[config.mk]
export PLATFORM = sky130hd
export DESIGN_NAME = wide_add_seq_flat
export DESIGN_NICKNAME = d
export VERILOG_FILES = /design/src/rtl/wide_add_seq_if.sv /design/src/rtl/wide_add_seq.sv /design/src/flat_wrapper.sv
export SDC_FILE = /design/constraint.sdc
export NUM_CORES = 1
export LEC_CHECK = 0
export BUFFER_PORTS_ARGS = -buffer_cell sky130_fd_sc_hd__buf_2
export CAP_MARGIN = 20
export CORE_AREA = 2 2 65 128
export DETAILED_ROUTE_END_ITERATION = 6
export DIE_AREA = 0 0 67 130
export GPL_TIMING_DRIVEN = 0
export PLACE_DENSITY = 0.88
export RECOVER_POWER = 100
export SLEW_MARGIN = 20
export SYNTH_ARGS = -nofsm -noshare
export SYNTH_HDL_FRONTEND = slang
export SYNTH_SLANG_ARGS = --single-unit
[constraint.sdc]
create_clock -name clk -period 6.6 [get_ports clk]
set_input_delay 0.33 -clock clk [delete_from_list [all_inputs] [get_ports clk]]
set_output_delay 0.33 -clock clk [all_outputs]
set_load 0.02 [all_outputs]
[src/rtl/wide_add_seq_if.sv]
// -----------------------------------------------------------------------------
// wide_add_seq_if
//
// Purpose: bundles the signals of the wide_add_seq block. It carries the
// operand handshake, the result handshake, and the narrow adder side-channel
// that the sequencer drives/consumes.
//
// Optional feature macro: WIDE_ADD_OVF_EN. When defined, the out_ovf signal
// exists and appears in both modports.
//
// Signals:
//   in_valid  / in_ready        operand handshake
//   in_a, in_b [W-1:0], in_cin  operands and carry into word 0
//   add_a, add_b [N-1:0]        word slice driven to the external adder
//   add_cin                     carry driven to the external adder
//   add_sum [N-1:0], add_cout   combinational adder result
//   out_valid / out_ready       result handshake
//   out_sum [W-1:0], out_cout   wide result
//   out_ovf                     signed overflow (WIDE_ADD_OVF_EN only)
//
// Modports:
//   slave  - the sequencer (accepts operands, produces results, drives adder)
//   master - the environment around it (requester, consumer and adder)
// -----------------------------------------------------------------------------
interface wide_add_seq_if #(
  parameter int N     = 8,
  parameter int WORDS = 4
);
  localparam int W = N * WORDS;

  logic         in_valid;
  logic         in_ready;
  logic [W-1:0] in_a;
  logic [W-1:0] in_b;
  logic         in_cin;

  logic [N-1:0] add_a;
  logic [N-1:0] add_b;
  logic         add_cin;
  logic [N-1:0] add_sum;
  logic         add_cout;

  logic         out_valid;
  logic         out_ready;
  logic [W-1:0] out_sum;
  logic         out_cout;
`ifdef WIDE_ADD_OVF_EN
  logic         out_ovf;
`endif

`ifdef WIDE_ADD_OVF_EN
  modport slave (
    input  in_valid, in_a, in_b, in_cin, add_sum, add_cout, out_ready,
    output in_ready, add_a, add_b, add_cin, out_valid, out_sum, out_cout,
    output out_ovf
  );

  modport master (
    output in_valid, in_a, in_b, in_cin, add_sum, add_cout, out_ready,
    input  in_ready, add_a, add_b, add_cin, out_valid, out_sum, out_cout,
    input  out_ovf
  );
`else
  modport slave (
    input  in_valid, in_a, in_b, in_cin, add_sum, add_cout, out_ready,
    output in_ready, add_a, add_b, add_cin, out_valid, out_sum, out_cout
  );

  modport master (
    output in_valid, in_a, in_b, in_cin, add_sum, add_cout, out_ready,
    input  in_ready, add_a, add_b, add_cin, out_valid, out_sum, out_cout
  );
`endif

endinterface

[src/rtl/wide_add_seq.sv]
// -----------------------------------------------------------------------------
// wide_add_seq
//
// Purpose: performs a WORDS x N-bit addition by streaming N-bit word slices,
// least significant first, through an external N-bit carry-chain adder and
// chaining the carry between words. One word is processed per clock.
//
// Optional feature macro: WIDE_ADD_OVF_EN. When defined, a two's-complement
// overflow flag (out_ovf) is produced alongside the wide sum. When undefined
// the flag and its logic are absent; everything else is identical.
//
// Parameters:
//   N     - adder word width in bits
//   WORDS - number of words per operand (must be >= 2); W = N*WORDS
//
// Ports:
//   clk  - sole clock, rising edge
//   rst  - asynchronous, active-high reset
//   bus  - wide_add_seq_if.slave:
//            in_valid/in_ready/in_a/in_b/in_cin    operand handshake
//            add_a/add_b/add_cin -> adder, add_sum/add_cout <- adder
//            out_valid/out_ready/out_sum/out_cout  result handshake
//            out_ovf                               (WIDE_ADD_OVF_EN only)
//
// Behaviour summary:
//   IDLE : in_ready=1. An edge with in_valid=1 latches the operands, loads the
//          carry with in_cin, clears idx and enters RUN.
//   RUN  : one word per edge; the partial sum slice and carry are captured.
//          The edge at idx=WORDS-1 captures the final carry and enters DONE.
//   DONE : out_valid=1 with the result held until an edge with out_ready=1.
//   Latency from accept edge to out_valid is WORDS edges; the minimum
//   initiation interval is WORDS+2 cycles.
// -----------------------------------------------------------------------------
module wide_add_seq #(
  parameter int N     = 8,
  parameter int WORDS = 4
) (
  input  logic             clk,
  input  logic             rst,
  wide_add_seq_if.slave    bus
);

  localparam int W     = N * WORDS;
  localparam int IDX_W = (WORDS > 1) ? $clog2(WORDS) : 1;
  localparam logic [IDX_W-1:0] LAST_IDX = IDX_W'(WORDS - 1);

  typedef enum logic [1:0] {
    IDLE = 2'd0,
    RUN  = 2'd1,
    DONE = 2'd2
  } state_t;

  state_t           state;
  logic [IDX_W-1:0] idx;
  logic             carry;

  // Operand copies taken on the accept edge; later input changes are ignored.
  logic [W-1:0]     a_p0;
  logic [W-1:0]     b_p0;

  logic [W-1:0]     sum_reg;
  logic             cout_reg;
  logic             in_ready_reg;
  logic             out_valid_reg;
`ifdef WIDE_ADD_OVF_EN
  logic             ovf_reg;
`endif

  // Selects word i of a W-bit vector.
  function automatic logic [N-1:0] word_of(input logic [W-1:0]     vec,
                                           input logic [IDX_W-1:0] i);
    return vec[i*N +: N];
  endfunction

`ifdef WIDE_ADD_OVF_EN
  // Two's-complement overflow of the top word: carry out of the MSB XOR the
  // carry into the MSB. The carry into the MSB is recovered from the sum bit
  // and the two operand bits at that position.
  function automatic logic signed_ovf(input logic cout,
                                      input logic sum_msb,
                                      input logic a_msb,
                                      input logic b_msb);
    return cout ^ (sum_msb ^ a_msb ^ b_msb);
  endfunction
`endif

  // ---------------------------------------------------------------------------
  // Operand capture (data only, no reset needed)
  // ---------------------------------------------------------------------------
  always_ff @(posedge clk) begin
    if (state == IDLE && bus.in_valid) begin
      a_p0 <= bus.in_a;
      b_p0 <= bus.in_b;
    end
  end

  // ---------------------------------------------------------------------------
  // Adder drive: decoded only from registered state, idx, carry and the
  // operand copies, so nothing on in_* reaches add_* combinationally.
  // ---------------------------------------------------------------------------
  always_comb begin
    bus.add_a   = '0;
    bus.add_b   = '0;
    bus.add_cin = 1'b0;
    if (state == RUN) begin
      bus.add_a   = word_of(a_p0, idx);
      bus.add_b   = word_of(b_p0, idx);
      bus.add_cin = carry;
    end
  end

  // ---------------------------------------------------------------------------
  // Sequencer FSM with registered handshake outputs
  // ---------------------------------------------------------------------------
  always_ff @(posedge clk or posedge rst) begin
    if (rst) begin
      state         <= IDLE;
      idx           <= '0;
      carry         <= 1'b0;
      sum_reg       <= '0;
      cout_reg      <= 1'b0;
      in_ready_reg  <= 1'b1;
      out_valid_reg <= 1'b0;
`ifdef WIDE_ADD_OVF_EN
      ovf_reg       <= 1'b0;
`endif
    end else begin
      case (state)
        IDLE: begin
          if (bus.in_valid) begin
            idx          <= '0;
            carry        <= bus.in_cin;
            in_ready_reg <= 1'b0;
            state        <= RUN;
          end
        end

        RUN: begin
          sum_reg[idx*N +: N] <= bus.add_sum;
          carry               <= bus.add_cout;
          if (idx == LAST_IDX) begin
            // idx is left at its last value rather than wrapping; it is
            // reloaded on the next accept.
            cout_reg      <= bus.add_cout;
`ifdef WIDE_ADD_OVF_EN
            ovf_reg       <= signed_ovf(bus.add_cout, bus.add_sum[N-1],
                                        bus.add_a[N-1], bus.add_b[N-1]);
`endif
            out_valid_reg <= 1'b1;
            state         <= DONE;
          end else begin
            idx <= idx + 1'b1;
          end
        end

        DONE: begin
          // in_ready is raised on the handshake edge, so a new accept can
          // only occur on the following edge.
          if (bus.out_ready) begin
            out_valid_reg <= 1'b0;
            in_ready_reg  <= 1'b1;
            state         <= IDLE;
          end
        end

        default: begin
          out_valid_reg <= 1'b0;
          in_ready_reg  <= 1'b1;
          state         <= IDLE;
        end
      endcase
    end
  end

  assign bus.in_ready  = in_ready_reg;
  assign bus.out_valid = out_valid_reg;
  assign bus.out_sum   = sum_reg;
  assign bus.out_cout  = cout_reg;
`ifdef WIDE_ADD_OVF_EN
  assign bus.out_ovf   = ovf_reg;
`endif

endmodule
[src/flat_wrapper.sv]
// flat-port wrapper written by rule: the top's interface ports become plain ports
module wide_add_seq_flat 
#(
  parameter int N     = 8,
  parameter int WORDS = 4
)
  (clk, rst, bus_in_valid, bus_in_a, bus_in_b, bus_in_cin, bus_add_sum, bus_add_cout, bus_out_ready, bus_in_ready, bus_add_a, bus_add_b, bus_add_cin, bus_out_valid, bus_out_sum, bus_out_cout);
  wide_add_seq_if #(.N(N), .WORDS(WORDS)) bus_i ();
  input  logic clk;
  input  logic rst;
  input wire logic [$bits(bus_i.in_valid)-1:0] bus_in_valid;
  input wire logic [$bits(bus_i.in_a)-1:0] bus_in_a;
  input wire logic [$bits(bus_i.in_b)-1:0] bus_in_b;
  input wire logic [$bits(bus_i.in_cin)-1:0] bus_in_cin;
  input wire logic [$bits(bus_i.add_sum)-1:0] bus_add_sum;
  input wire logic [$bits(bus_i.add_cout)-1:0] bus_add_cout;
  input wire logic [$bits(bus_i.out_ready)-1:0] bus_out_ready;
  output wire logic [$bits(bus_i.in_ready)-1:0] bus_in_ready;
  output wire logic [$bits(bus_i.add_a)-1:0] bus_add_a;
  output wire logic [$bits(bus_i.add_b)-1:0] bus_add_b;
  output wire logic [$bits(bus_i.add_cin)-1:0] bus_add_cin;
  output wire logic [$bits(bus_i.out_valid)-1:0] bus_out_valid;
  output wire logic [$bits(bus_i.out_sum)-1:0] bus_out_sum;
  output wire logic [$bits(bus_i.out_cout)-1:0] bus_out_cout;
  assign bus_i.in_valid = bus_in_valid;
  assign bus_i.in_a = bus_in_a;
  assign bus_i.in_b = bus_in_b;
  assign bus_i.in_cin = bus_in_cin;
  assign bus_i.add_sum = bus_add_sum;
  assign bus_i.add_cout = bus_add_cout;
  assign bus_i.out_ready = bus_out_ready;
  assign bus_in_ready = bus_i.in_ready;
  assign bus_add_a = bus_i.add_a;
  assign bus_add_b = bus_i.add_b;
  assign bus_add_cin = bus_i.add_cin;
  assign bus_out_valid = bus_i.out_valid;
  assign bus_out_sum = bus_i.out_sum;
  assign bus_out_cout = bus_i.out_cout;
  wide_add_seq #(.N(N), .WORDS(WORDS)) u_core (.clk(clk), .rst(rst), .bus(bus_i));
endmodule
# After elaboration in Yosys (flattened, before gate mapping)
# Index checks and enable logic that the tools add are counted.
# W data, S select, Z words.
# totals
inputBits	78
register_bits	104
# op_classes
n_addsub	2
n_eq_ne	7
n_reduce_logical	9
n_bitwise	2
shifts	4
n_mux	19
# ops
operator	n
$shiftx A32 B6 Y8	2
$neg A5 Y34	1
$shift A8 B34 Y32 const A	1
$shiftx A8 B34 Y32	1
$bwmux W32	1
$mux W8	2
$reduce_and A3 Y1	4
$mux W2	5
$ne A2 B2 Y1 const B	4
$mux W1	6
$pmux W1 S3	2
$pmux W2 S3	1
$eq A2 B2 Y1 const B	2
$pmux W2 S2	1
$reduce_and A2 Y1	2
$add A2 B1 Y2 const B	1
$eq A2 B1 Y1 const B	1
$logic_not A2 Y1	1
$not A1 Y1	2
$pmux W1 S2	1
$reduce_bool A2 Y1	1
$logic_and A1 B1 Y1	1

# Logic depth before layout (Yosys ltp)
# Gate-level depths: netlist of run 1.
# logic_depth
ltp_word	3
depth_mapped	8

# Least setup slack after synthesis of run 1
# Ideal clock, no wire load.
# synth_timing
path_type	reg-to-reg
start	reg u_core.state[1]
end	reg u_core.a_p0[0], enable pin
arrival_time_ns	3.324
setup_slack_ns	2.788
path_buffers	1
path_stages_with_launch	4
required_time_ns	6.113
cell_sequence	dfrtp_1 buf_6 nand2b_4 nor2_1
# synth_between
elab_chain_cells	2
# synth_lines
element	line	source
from (decl)	wide_add_seq.sv:53	state_t state;
from (signal assigned)	wide_add_seq.sv:117	state <= IDLE;
from (signal assigned)	wide_add_seq.sv:134	state <= RUN;
from (signal assigned)	wide_add_seq.sv:150	state <= DONE;
$logic_not A2 Y1	wide_add_seq.sv:91	if (state == IDLE && bus.in_valid) begin
$logic_and A1 B1 Y1	wide_add_seq.sv:91	
to (signal assigned)	wide_add_seq.sv:92	a_p0 <= bus.in_a;
to (decl)	wide_add_seq.sv:58	logic [W-1:0] a_p0;
# No other way between the ends.
# A chain may end at the register's enable or synchronous reset.

# Worst setup path in the final report of run 1
# layout_timing
start	reg u_core.state[1]
end	reg u_core.a_p0[29], enable pin
# Same word-level chain as after synthesis.

==> summary.md, run 1 <==
| Metric | Value |
|---|---|
| Setup crit end | u_core.a_p0[29]$_DFFE_PP_ |
| CP peak stage delay | 1.25 ns |
| IR drop worst, VDD | about 0.26 mV |
| Post-Syn Nets | roughly 360 |
| I/O Pins | between 100 and 150 |
| Cell family contributing the most delay on the critical path | buffers and inverters |
| Worst Setup SP | u_core.state[1]$_DFFE_PP0P_ |
| Detail Placement HPWL | 6060 µm |
| First-pass GRT wire length | ~13000 µm |
| Total die area | ~8700 µm² |
| Sw Share | 37.9% |
| # DRC | 0 |
| Post-synthesis xor/xnor area fraction | 0% |
| Vias in the first global route | around 2600 |
| Fmax | around 260 MHz |
| Synth Flop Type | edfxtp_1 |
| Failing checks | max-capacitance violations, max-slew violations |
| Post-synth EDFFs | 64 |
| Setup crit end kind | register |
| Drt first pass iters | 4 |
| Worst-path cell chain | clkbuf_1 > nand2b_1 > nor2_1 > clkbuf_1 > clkbuf_1 |
| Final setup viols | 0 |
| Synth Area in Compound Gates | 9.17% |
| P&R area growth vs syn | 22.8% |
| Global-route usage over all layers | between 10% and 20% |
| Reg2Reg Launch Point | u_core.state[1]$_DFFE_PP0P_ |
| DRT iter0 DRCs | around 240 |
| Mapped Avg Cell Area | 14.9 µm² |
| Leakage power | 2.14 nW |
| Largest family of logic cells by synthesized area | compound AO/OA/AOI/OAI gates |
| Max-slew headroom | -14.8% |
| Final hold viol count | 0 |
| Clk root buf | clkbuf_16 |
| Largest net degree at the start of global routing | 34 |
| Reg2Reg Depth | 5 |
| GPL Wtd Cong | about 0.76 |
| Register-to-register setup slack | around 2.7 ns |
| Worst-path maximum fanout | 32 |
| WL final | 8280 µm |
| CP arrival | 3.83 ns |
| H-tree Lvls | 3 |
| Post-synthesis cell type count | 33 |
| Placed Cells incl. Taps | approximately 510 |
| Final Slew Violations | 67 |
| Post-layout nets | 507 |
| Adder-cell share of the synthesized area | between 1.5 and 2% |
| Commonest cells post-synth | edfxtp_1, dfrtp_1, nand2_1, mux2i_1, o21ai_0 |
| Seq cells post-synth | 104 |
| Critical path class | reg -> reg |
| Leading post-synthesis cells by cell area | edfxtp_1, dfrtp_1, mux2i_1, nand2_1, a22o_1 |
| Maximum clock path buffer count | 2 |
| Initial antenna violation count | 0 |
| CP Launch Type | register |
| Fin cells | about 520 |
| Hold WC Path Type | in -> reg |
| Synthesis Warnings | 0 |
| Fin crit share | approximately three fifths |
| Most frequent CP cell | clkbuf_1 |
| Mapped cell area | 4150 µm² |
| Setup_tns | 0 ns |
| Worst Clk Skew | 0.00608 ns |
| Placement row count | 46 |
| Reg2reg end | u_core.a_p0[29]$_DFFE_PP_ |
| Worst-path clk slew | 0.06 ns |
| WL/cell | around 16 µm |
| Synth top area share | a little under half |
| DR vias | between 2000 and 3000 |
| CTS tree | built |
| Most frequent cell after synthesis | edfxtp_1 |
| Die width | approximately 67 µm |
| Worst Max-Slew Pin Slew | around 1.7 ns |
| Period minus WS final | ~3.9 ns |
| Register area share after synthesis | between 70% and 80% |
| Core Area | slightly below 8000 µm² |
| Num CTS Buffers | 9 |
| RSZ-0062 raised after global routing | false |
| Post-Synthesis Cells | 279 |
| Number of port buffers | ~130 |
| Critical Path Stages | 5 |
| Clock Sinks | approximately 100 |
| Flop pwr share | about 40% |
| CP bufs+invs | 3 |
| Clock network power share | 21.5% |
| Resized cells post-CTS | 0 |
| Yosys top cell by area | edfxtp_1 |
| Switching power | between 0.9 and 1 mW |
| Power, Total | 2.40 mW |
| Total grt overflow | 0 |
| Inserted Diodes | 0 |
| Post-DRT Antenna Nets | 0 |
| Status | finished with violations |
| Comb power frac | 37.5% |
| Die extent in y | around 130 µm |
| Cell Pwr Density | around 470 nW/µm² |
| Max Cap Viol | 2 |
| Multiplexer area fraction after synthesis | under 10% |
| Initial core utilization | a little over half |
| WP data required | around 6.5 ns |
| Layout cells sized above 1 | between 20% and 30% |
| Vias per cell | 5.23 |
| Clock Latency Late Sink | around 0.34 ns |
| Synth Area in Simple Gates | a little under 8% |
| Share of flip-flops with an asynchronous set or reset | 38.5% |
| Crit-path slowest cell | clkbuf_1 |
| Int Power | 1.49 mW |
## worst register-to-register path, stage by stage, from the launching register on
cell and delay (ns):
dfrtp_1 0.40, clkbuf_1 0.21, nand2b_1 0.23, nor2_1 0.30, clkbuf_1 1.10, clkbuf_1 1.25
## placed cells by master (no fill, tap or decap), types with 4 or more instances in the layout
| cell type | synthesis | layout |
|---|---|---|
| inv_1 | 4 | 4 |
| dfrtp_1 | 39 | 39 |
| mux2i_1 | 32 | 32 |
| nand2b_1 | 3 | 4 |
| buf_2 | 6 | 85 |
| clkbuf_16 | 0 | 10 |
| clkbuf_1 | 0 | 61 |
| o22ai_1 | 16 | 16 |
| ha_1 | 6 | 6 |
| edfxtp_1 | 64 | 64 |
| a22o_1 | 16 | 16 |
| nor2_1 | 4 | 4 |
| o21ai_0 | 20 | 20 |
| nand2_1 | 38 | 40 |
## layout make-up
cell class,count,area [µm²]
clock buffers,14,285
repair buffers,133,606
multi-input cells,158,1070
clock inverters,2,11.3
fillers,634,2730
flip-flops and latches,104,2920
inverters,4,15.0
well taps,96,120
plain buffers,13,58.8
## how the worst min path moves through the flow
stage	from	to	slack (ns)	cells past startpoint
after global routing	bus_in_b[27]	u_core.b_p0[27]$_DFFE_PP_	0.15	1
after CTS	bus_in_b[27]	u_core.b_p0[27]$_DFFE_PP_	0.15	1
after detailed placement	rst	u_core.bus.out_valid$_DFFE_PP0P_	0.25	2
after floorplan	bus_in_a[0]	u_core.a_p0[0]$_DFFE_PP_	0.43	0
after global placement	u_core.bus.out_sum[6]$_DFFE_PP0P_	u_core.bus.out_sum[6]$_DFFE_PP0P_	0.46	2
final	bus_in_b[11]	u_core.b_p0[11]$_DFFE_PP_	0.16	1
## timing repair
| action | in CTS | in global routing |
|---|---|---|
| hold buffers | 1 | 0 |
| setup buffers | 0 | 0 |
| hold endpoints to repair | 6 | 0 |
## power groups by stage
| stage | registers, mW | logic (mW) | clock network [mW] |
|---|---|---|---|
| 3_3_place_gp | 0.993 | 0.957 | 0 |
| 5_1_grt | 1.00 | 0.985 | 0.546 |
| 2_1_floorplan | 1.09 | 0.567 | 0 |
| 4_1_cts | 0.977 | 1.00 | 0.521 |
| 3_5_place_dp | 0.988 | 1.00 | 0 |
| 6_report | 0.983 | 0.900 | 0.515 |
## cells by family after synthesis
| kind of cell | count (synthesis) |
|---|---|
| buf+inv | 17 |
| compound gates | 58 |
| flops | 104 |
| fa+ha+maj | 6 |
| mux | 33 |
| simple gates | 61 |
## metrics by stage
step	utilization (%)	hold slack [ns]	worst slack, ns	instance area [µm²]
4_1_cts	67.6	0.153	4.23	5290
5_1_grt	65.1	0.149	2.29	5090
3_3_place_gp	62.8	0.462	2.04	4910
2_1_floorplan	-	0.429	2.79	4150
6_report	65.1	0.161	2.71	5090
3_5_place_dp	63.6	0.246	4.23	4980
## metal layers
layer | GRT usage (%) | vias up | share of wire [%]
li1 | - | 1327 | -
met1 | 26.1 | 1304 | 43
met2 | 30.3 | 99 | 48
met3 | 5.43 | 12 | 6.7
met4 | 8.76 | 0 | 2.2
met5 | 0 | - | 0
Note: power is estimated with default switching activity, not from simulation.
==> run 2, diff against run 1 <==
--- a/config.mk
+++ b/config.mk
@@ -7,11 +7,11 @@
 export LEC_CHECK = 0
 export BUFFER_PORTS_ARGS = -buffer_cell sky130_fd_sc_hd__buf_2
 export CAP_MARGIN = 20
-export CORE_AREA = 2 2 65 128
+export CORE_AREA = 2 2 67 133
 export DETAILED_ROUTE_END_ITERATION = 6
-export DIE_AREA = 0 0 67 130
+export DIE_AREA = 0 0 69 135
 export GPL_TIMING_DRIVEN = 0
-export PLACE_DENSITY = 0.88
+export PLACE_DENSITY = 0.83
 export RECOVER_POWER = 100
 export SLEW_MARGIN = 20
 export SYNTH_ARGS = -nofsm -noshare
==> constraint.sdc (replaced) <==
create_clock -name clk -period 3.9 [get_ports clk]
set_input_delay 0.195 -clock clk [delete_from_list [all_inputs] [get_ports clk]]
set_output_delay 0.195 -clock clk [all_outputs]
set_load 0.02 [all_outputs]
==> run 2 against run 1 <==
The run still ends with max-capacitance violations, max-slew violations left. Sequential share of layout area is 0.63 points lower. Clock power up 62%. Sequential cell count is the same. Setup slack worse by 1.7 ns. Critical path depth grew 3. Combinational power up 77%. Die area grew 6.9%. Critical endpoint is now u_core.bus.out_sum[19]$_DFFE_PP0P_. Fmax grew 36%. Routed wire length increased by 5.5%.
==> summary.md, run 2 (synthesis results as in run 1) <==
| Metric | Value |
|---|---|
| WP data required | 4.17 ns (-2.37 ns) |
| Fmax | 351 MHz (+36%) |
| Leakage power | 2.15 nW (+0.53%) |
| Initial antenna violation count | 0 (unchanged) |
| Layout cells sized above 1 | 25.7% (+1.9 points) |
| Die width | 69 µm (+3.0%) |
| I/O Pins | 130 (unchanged) |
| Vias in the first global route | 3025 (+17%) |
| Core Area | 8230 µm² (+5.2%) |
| Final hold viol count | 0 (unchanged) |
| Area of the multi-input gates | 1090 µm² (+1.9%) |
| DR vias | 2798 (+2.0%) |
| Detail Placement HPWL | 6780 µm (+12%) |
| CTS tree | built |
| Clk root buf | clkbuf_16 |
| Post-layout nets | 507 (unchanged) |
| Failing checks | max-capacitance violations, max-slew violations |
| Post-CTS setup buffers | 0 (unchanged) |
| Resized cells post-CTS | 0 (unchanged) |
| Number of port buffers | 129 (unchanged) |
| Die extent in y | 135 µm (+3.8%) |
| Largest net degree at the start of global routing | 34 (unchanged) |
| Max-slew headroom | -15.2% (-0.42 points) |
| Clock Latency Late Sink | 0.34 ns (about the same) |
| Period minus WS final | 2.85 ns (-1.04 ns) |
| Final setup viols | 0 (unchanged) |
| CP Launch Type | register |
| Initial core utilization | 50.4% (-2.6 points) |
| H-tree Lvls | 3 (unchanged) |
| Layout Utilization | 62.6% (-2.5 points) |
| Most frequent CP cell | clkbuf_1 |
| Cell Pwr Density | 792 nW/µm² (+68%) |
| Maximum clock path buffer count | 2 (unchanged) |
| CP arrival | 3.13 ns (-0.70 ns) |
| Cell Area, Placed | 4990 µm² (+0.20%) |
| DRT iter0 DRCs | 110 (-55%) |
| Reg2reg end | u_core.bus.out_sum[19]$_DFFE_PP0P_ |
| Reg2Reg Depth | 8 (+3) |
| Reg area | 2920 µm² (unchanged) |
| Crit-path slowest cell | clkbuf_1 |
| Total grt overflow | 0 (unchanged) |
| Hold depth | 1 (unchanged) |
| Drt first pass iters | 4 (unchanged) |
| CP peak stage delay | 0.56 ns (-0.69 ns) |
| Setup crit end kind | register |
| Worst-path maximum fanout | 10 (-69%) |
| IR drop worst, VDD | 0.436 mV (+68%) |
| Min-Delay Endpoint | u_core.a_p0[27]$_DFFE_PP_ |
| P&R area growth vs syn | 24.2% |
| Fin crit share | 73.1% (+14 points) |
| Final Slew Violations | 34 (-49%) |
| Worst Clk Skew | 0.00697 ns (+0.000887 ns) |
| Critical path class | reg -> reg |
| WL final | 8740 µm (+5.5%) |
| Num CTS Buffers | 9 (unchanged) |
| Post-DRT Antenna Nets | 0 (unchanged) |
| Reg2Reg Launch Point | u_core.idx[0]$_DFFE_PP0P_ |
| Most common cell after layout, fill and taps aside | buf_2 |
| Inserted Diodes | 0 (unchanged) |
| Clock Sinks | 104 (unchanged) |
| Worst-path clk slew | 0.07 ns (about the same) |
| Global-route usage over all layers | 19.4% (-0.32 points) |
| Status | finished with violations |
| WL/cell | 16.6 µm (+5.1%) |
| Max Cap Viol | 1 (-1) |
| # DRC | 0 (unchanged) |
| Hold_sp | bus_in_a[27] |
| Power, Total | 4.08 mW (+70%) |
| Worst Max-Slew Pin Slew | 1.73 ns (+0.00635 ns) |
| RSZ-0062 raised after global routing | false |
| GPL Wtd Cong | 0.854 (+12%) |
| Placement row count | 47 (+2.2%) |
| Most frequent cells in the layout | buf_2, edfxtp_1, clkbuf_1, nand2_1, dfrtp_1 |
| First-pass GRT wire length | 14000 µm (+11%) |
| Total die area | 9320 µm² (+6.9%) |
| Fillcell total | 635 (+0.16%) |
| Worst-path cell chain | buf_6 > clkbuf_1 > inv_1 > ha_1 > and4bb_1 > and3_1 > clkbuf_1 > a22o_1 |
| Vias per cell | 5.32 (+1.7%) |
| Hold WC Path Type | in -> reg |
| Register-to-register setup slack | 1.05 ns (-1.66 ns) |
| Design area | 5150 µm² (+1.1%) |
-- run 2: routing by layer --
layer,up-vias,track usage [%],part of all wire [%]
met5,-,0,0
met1,1344,18.3,35
met2,111,38.6,57
li1,1328,-,-
met3,15,3.21,5.2
met4,0,10.0,2.7
-- run 2: cell type report --
cell class / count / share of cell area [%]
tap: 98 / 2.38
clock buffer: 9 / 4.37
multi-input combinational: 158 / 21.3
inverter: 4 / 0.291
timing repair buffer: 133 / 12.6
sequential: 104 / 56.8
clock inverter: 7 / 1.09
buffer: 13 / 1.29
-- run 2: metrics by stage --
step / cells / hold slack [ns] / TNS, ns / setup WS (ns)
floorplan: 279 / 0.294 / 0 / 0.0885
global placement: 506 / 0.371 / -36.12 / -0.568
detailed placement: 509 / 0.108 / 0 / 1.51
CTS: 526 / 0.0110 / 0 / 1.51
global route: 526 / 0.0177 / 0 / 0.840
finish: 526 / 0.0271 / 0 / 1.05
-- run 2: where the power goes --
part           internal, mW  leakage [nW]  switching [mW]
logic                 0.540         0.895            1.05
clock network         0.439         0.126           0.395
registers              1.51          1.13           0.137
total                  2.49          2.15            1.58
-- run 2: worst max path at each step --
stage	slack [ns]	end	start	cells past startpoint
2_1_floorplan	0.09	u_core.a_p0[0]$_DFFE_PP_	u_core.state[1]$_DFFE_PP0P_	3
3_5_place_dp	1.51	u_core.bus.out_sum[19]$_DFFE_PP0P_	u_core.idx[0]$_DFFE_PP0P_	8
5_1_grt	0.84	u_core.bus.out_sum[13]$_DFFE_PP0P_	u_core.idx[0]$_DFFE_PP0P_	8
3_3_place_gp	-0.57	u_core.a_p0[25]$_DFFE_PP_	u_core.state[1]$_DFFE_PP0P_	3
4_1_cts	1.51	u_core.bus.out_sum[19]$_DFFE_PP0P_	u_core.idx[0]$_DFFE_PP0P_	8
6_report	1.05	u_core.bus.out_sum[19]$_DFFE_PP0P_	u_core.idx[0]$_DFFE_PP0P_	8
-- run 2: repair_timing --
action	4_1_cts	5_1_grt
endpoints found under the hold margin	40	0
endpoints found under the setup margin	0	0
hold buffers	1	0
-- run 2: worst max-delay path: cells and delay by family, from the launching register on --
kind	cells	cell delay [ns]
DFF	1	0.43
and+or+nand+nor	2	0.39
adders and majority gates	1	0.46
AOI/OAI and AO/OA	1	0.21
buffers and inverters	4	1.29
==> run 3, diff against run 2 <==
==> constraint.sdc (replaced) <==
create_clock -name clk -period 2.72 [get_ports clk]
set_input_delay 0.136 -clock clk [delete_from_list [all_inputs] [get_ports clk]]
set_output_delay 0.136 -clock clk [all_outputs]
set_load 0.02 [all_outputs]
==> run 3 against run 2 <==
The flow finishes with violations (max-capacitance violations). Sequential power rose by 45%. Sequential cell count did not move. First-iteration DRC count increased by 21%. Register-to-register slack lost 0.81 ns. Count of clock-buffer cells in the layout unchanged. Critical path depth shrank 1. Global-route usage rose by 4.3 points. Total power is 50% higher. Combinational power rose by 52%. Clock power up 57%. Non-clock buffer count is 63 higher. Critical endpoint is now bus_add_b[5]. Largest cell class unchanged. Largest power group is now combinational logic. Highest routed layer unchanged.
==> summary.md, run 3 (synthesis results as in run 1) <==
| Metric | Value |
|---|---|
| GPL Wtd Cong | 0.831 (-2.7%) |
| # DRC | 0 (unchanged) |
| Final setup viols | 0 (unchanged) |
| Layout cells sized above 1 | 23.6% (-2.1 points) |
| Reg2reg end | u_core.bus.out_sum[23]$_DFFE_PP0P_ |
| CP arrival | 2.38 ns (-0.75 ns) |
| Critical path class | reg -> out |
| Final Slew Violations | 0 (-100%) |
| Leakage power | 2.44 nW (+14%) |
| Hold slack | 0.0365 ns (+0.00943 ns) |
| WL/cell | 18.3 µm (+10%) |
| First-pass GRT wire length | 16700 µm (+19%) |
| Hold_sp | bus_add_cout |
| CP Launch Type | register |
| Total die area | 9320 µm² (unchanged) |
| Fin crit share | around 93% |
| Setup crit end kind | output port |
| Vias in the first global route | 3327 (+10%) |
| Fmax | between 300 and 400 MHz |
| Fillcell total | 582 (-8.3%) |
| Layout Utilization | 70.5% (+7.9 points) |
| Clock Sinks | 104 (unchanged) |
| Hold depth | 2 (+1) |
| P&R area growth vs syn | 40.0% |
| WL final | 10800 µm (+24%) |
| Post-CTS setup buffers | 0 (unchanged) |
| DRT iter0 DRCs | 133 (+21%) |
| Reg2Reg Depth | 8 (unchanged) |
| Largest net degree at the start of global routing | 41 (+21%) |
| Placement row count | 47 (unchanged) |
| Period minus WS final | 2.52 ns |
| Worst-path clk slew | 0.07 ns (about the same) |
| Initial antenna violation count | 1 (+1) |
| Max Cap Viol | 1 (unchanged) |
| Initial core utilization | 50.4% (unchanged) |
| Core Area | 8230 µm² (unchanged) |
| RSZ-0062 raised after global routing | false |
| Worst Clk Skew | 0.00477 ns (-0.00220 ns) |
| DR vias | 3132 (+12%) |
| Status | finished with violations |
| WP data required | 2.58 ns (-1.59 ns) |
| Clock Latency Late Sink | 0.35 ns (about the same) |
| Clk root buf | clkbuf_16 |
| Most common cell after layout, fill and taps aside | buf_2 |
| Register-to-register setup slack | 0.24 ns (-0.81 ns) |
| Resized cells post-CTS | 0 (unchanged) |
| Worst-path maximum fanout | 10 (unchanged) |
| I/O Pins | 130 (unchanged) |
| Max-slew headroom | 0.979% (+16 points) |
| Total grt overflow | 0 (unchanged) |
| Final hold viol count | 0 (unchanged) |
| Die width | 69 µm (unchanged) |
| Vias per cell | 5.31 (-0.21%) |
| Die extent in y | 135 µm (unchanged) |
| CTS tree | built |
| Number of port buffers | 129 (unchanged) |
| Drt first pass iters | 4 (unchanged) |
| Failing checks | max-capacitance violations |
| Worst Max-Slew Pin Slew | 1.48 ns (-0.244 ns) |
| Min-Delay Endpoint | u_core.bus.out_cout$_DFFE_PP0P_ |
| Post-DRT Antenna Nets | 0 (unchanged) |
| Hold WC Path Type | in -> reg |
| Cell Pwr Density | 1050 nW/µm² (+33%) |
| Reg2Reg Launch Point | u_core.idx[0]$_DFFE_PP0P_ |
| Post-layout nets | 570 (+12%) |
| Hold-fix buffers, CTS | 65 (+64) |
| Maximum clock path buffer count | 2 (unchanged) |
| Num CTS Buffers | 9 (unchanged) |
| H-tree Lvls | 3 (unchanged) |
| Detail Placement HPWL | 6750 µm (-0.41%) |
| IR drop worst, VDD | 0.535 mV (+23%) |
| Global-route usage over all layers | 23.7% (+4.3 points) |
| Most frequent cells in the layout | buf_2, dlygate4sd3_1, edfxtp_1, clkbuf_1, dfrtp_1 |
[run 3: cell types whose count changed in the layout (fill, tap and decap cells not counted), moves of 2 or more]
cell,previous run,this run
clkbuf_1,55,50
buf_2,86,83
clkbuf_2,0,6
buf_6,1,4
dlygate4sd3_1,1,65
nand2_2,0,2
nand2_1,40,38
[run 3: worst max-delay path by stage]
stage	start	slack (ns)	endpoint	cells past startpoint
6_report	u_core.state[1]$_DFFE_PP0P_	0.20	bus_add_b[5]	7
5_1_grt	u_core.state[1]$_DFFE_PP0P_	0.08	bus_add_b[5]	7
4_1_cts	u_core.idx[0]$_DFFE_PP0P_	0.27	u_core.bus.out_sum[23]$_DFFE_PP0P_	8
3_5_place_dp	u_core.idx[0]$_DFFE_PP0P_	0.28	u_core.bus.out_sum[23]$_DFFE_PP0P_	8
3_3_place_gp	u_core.state[1]$_DFFE_PP0P_	-0.41	u_core.a_p0[24]$_DFFE_PP_	3
2_1_floorplan	u_core.state[1]$_DFFE_PP0P_	0.009	u_core.a_p0[0]$_DFFE_PP_	3
[run 3: area by class of cell]
cell class	count	area (µm²)	area share, %
multi-input cells	158	1100	18.9
inverters	4	15.0	0.259
clock inverters	7	80.1	1.38
flip-flops and latches	104	2920	50.4
diodes	1	2.50	0.0431
well taps	98	123	2.11
plain buffers	13	83.8	1.44
clock buffers	9	225	3.88
repair buffers	196	1250	21.6
[run 3: power breakdown]
part           total, mW  switching, mW  internal, mW
clock               1.31          0.583         0.724
combinational       2.41           1.57         0.835
sequential          2.39          0.211          2.17
[run 3: critical path: stages (launching register included)]
cell	delay, ns
dfrtp_1	0.39
clkbuf_1	0.22
nor2b_1	0.15
clkbuf_1	0.36
nand2_2	0.22
clkbuf_2	0.27
o22ai_1	0.17
clkbuf_1	0.25
[run 3: routing by layer]
layer	GRT usage (%)	vias to the layer above	share of wire (%)
met4	9.91	0	2.3
li1	-	1453	-
met5	0	-	0
met3	5.07	20	5.8
met1	24.0	1518	35
met2	45.7	141	57
[run 3: stage by stage]
step / total power, mW / setup TNS (ns) / area, µm² / std cells / setup WS (ns)
2_1_floorplan: 4.02 / 0 / 4150 / 279 / 0.00938
3_3_place_gp: 4.73 / -26.01 / 4920 / 506 / -0.412
3_5_place_dp: 4.86 / 0 / 4960 / 508 / 0.281
4_1_cts: 6.23 / 0 / 5920 / 589 / 0.272
5_1_grt: 6.39 / 0 / 5810 / 590 / 0.0778
6_report: 6.10 / 0 / 5810 / 590 / 0.202
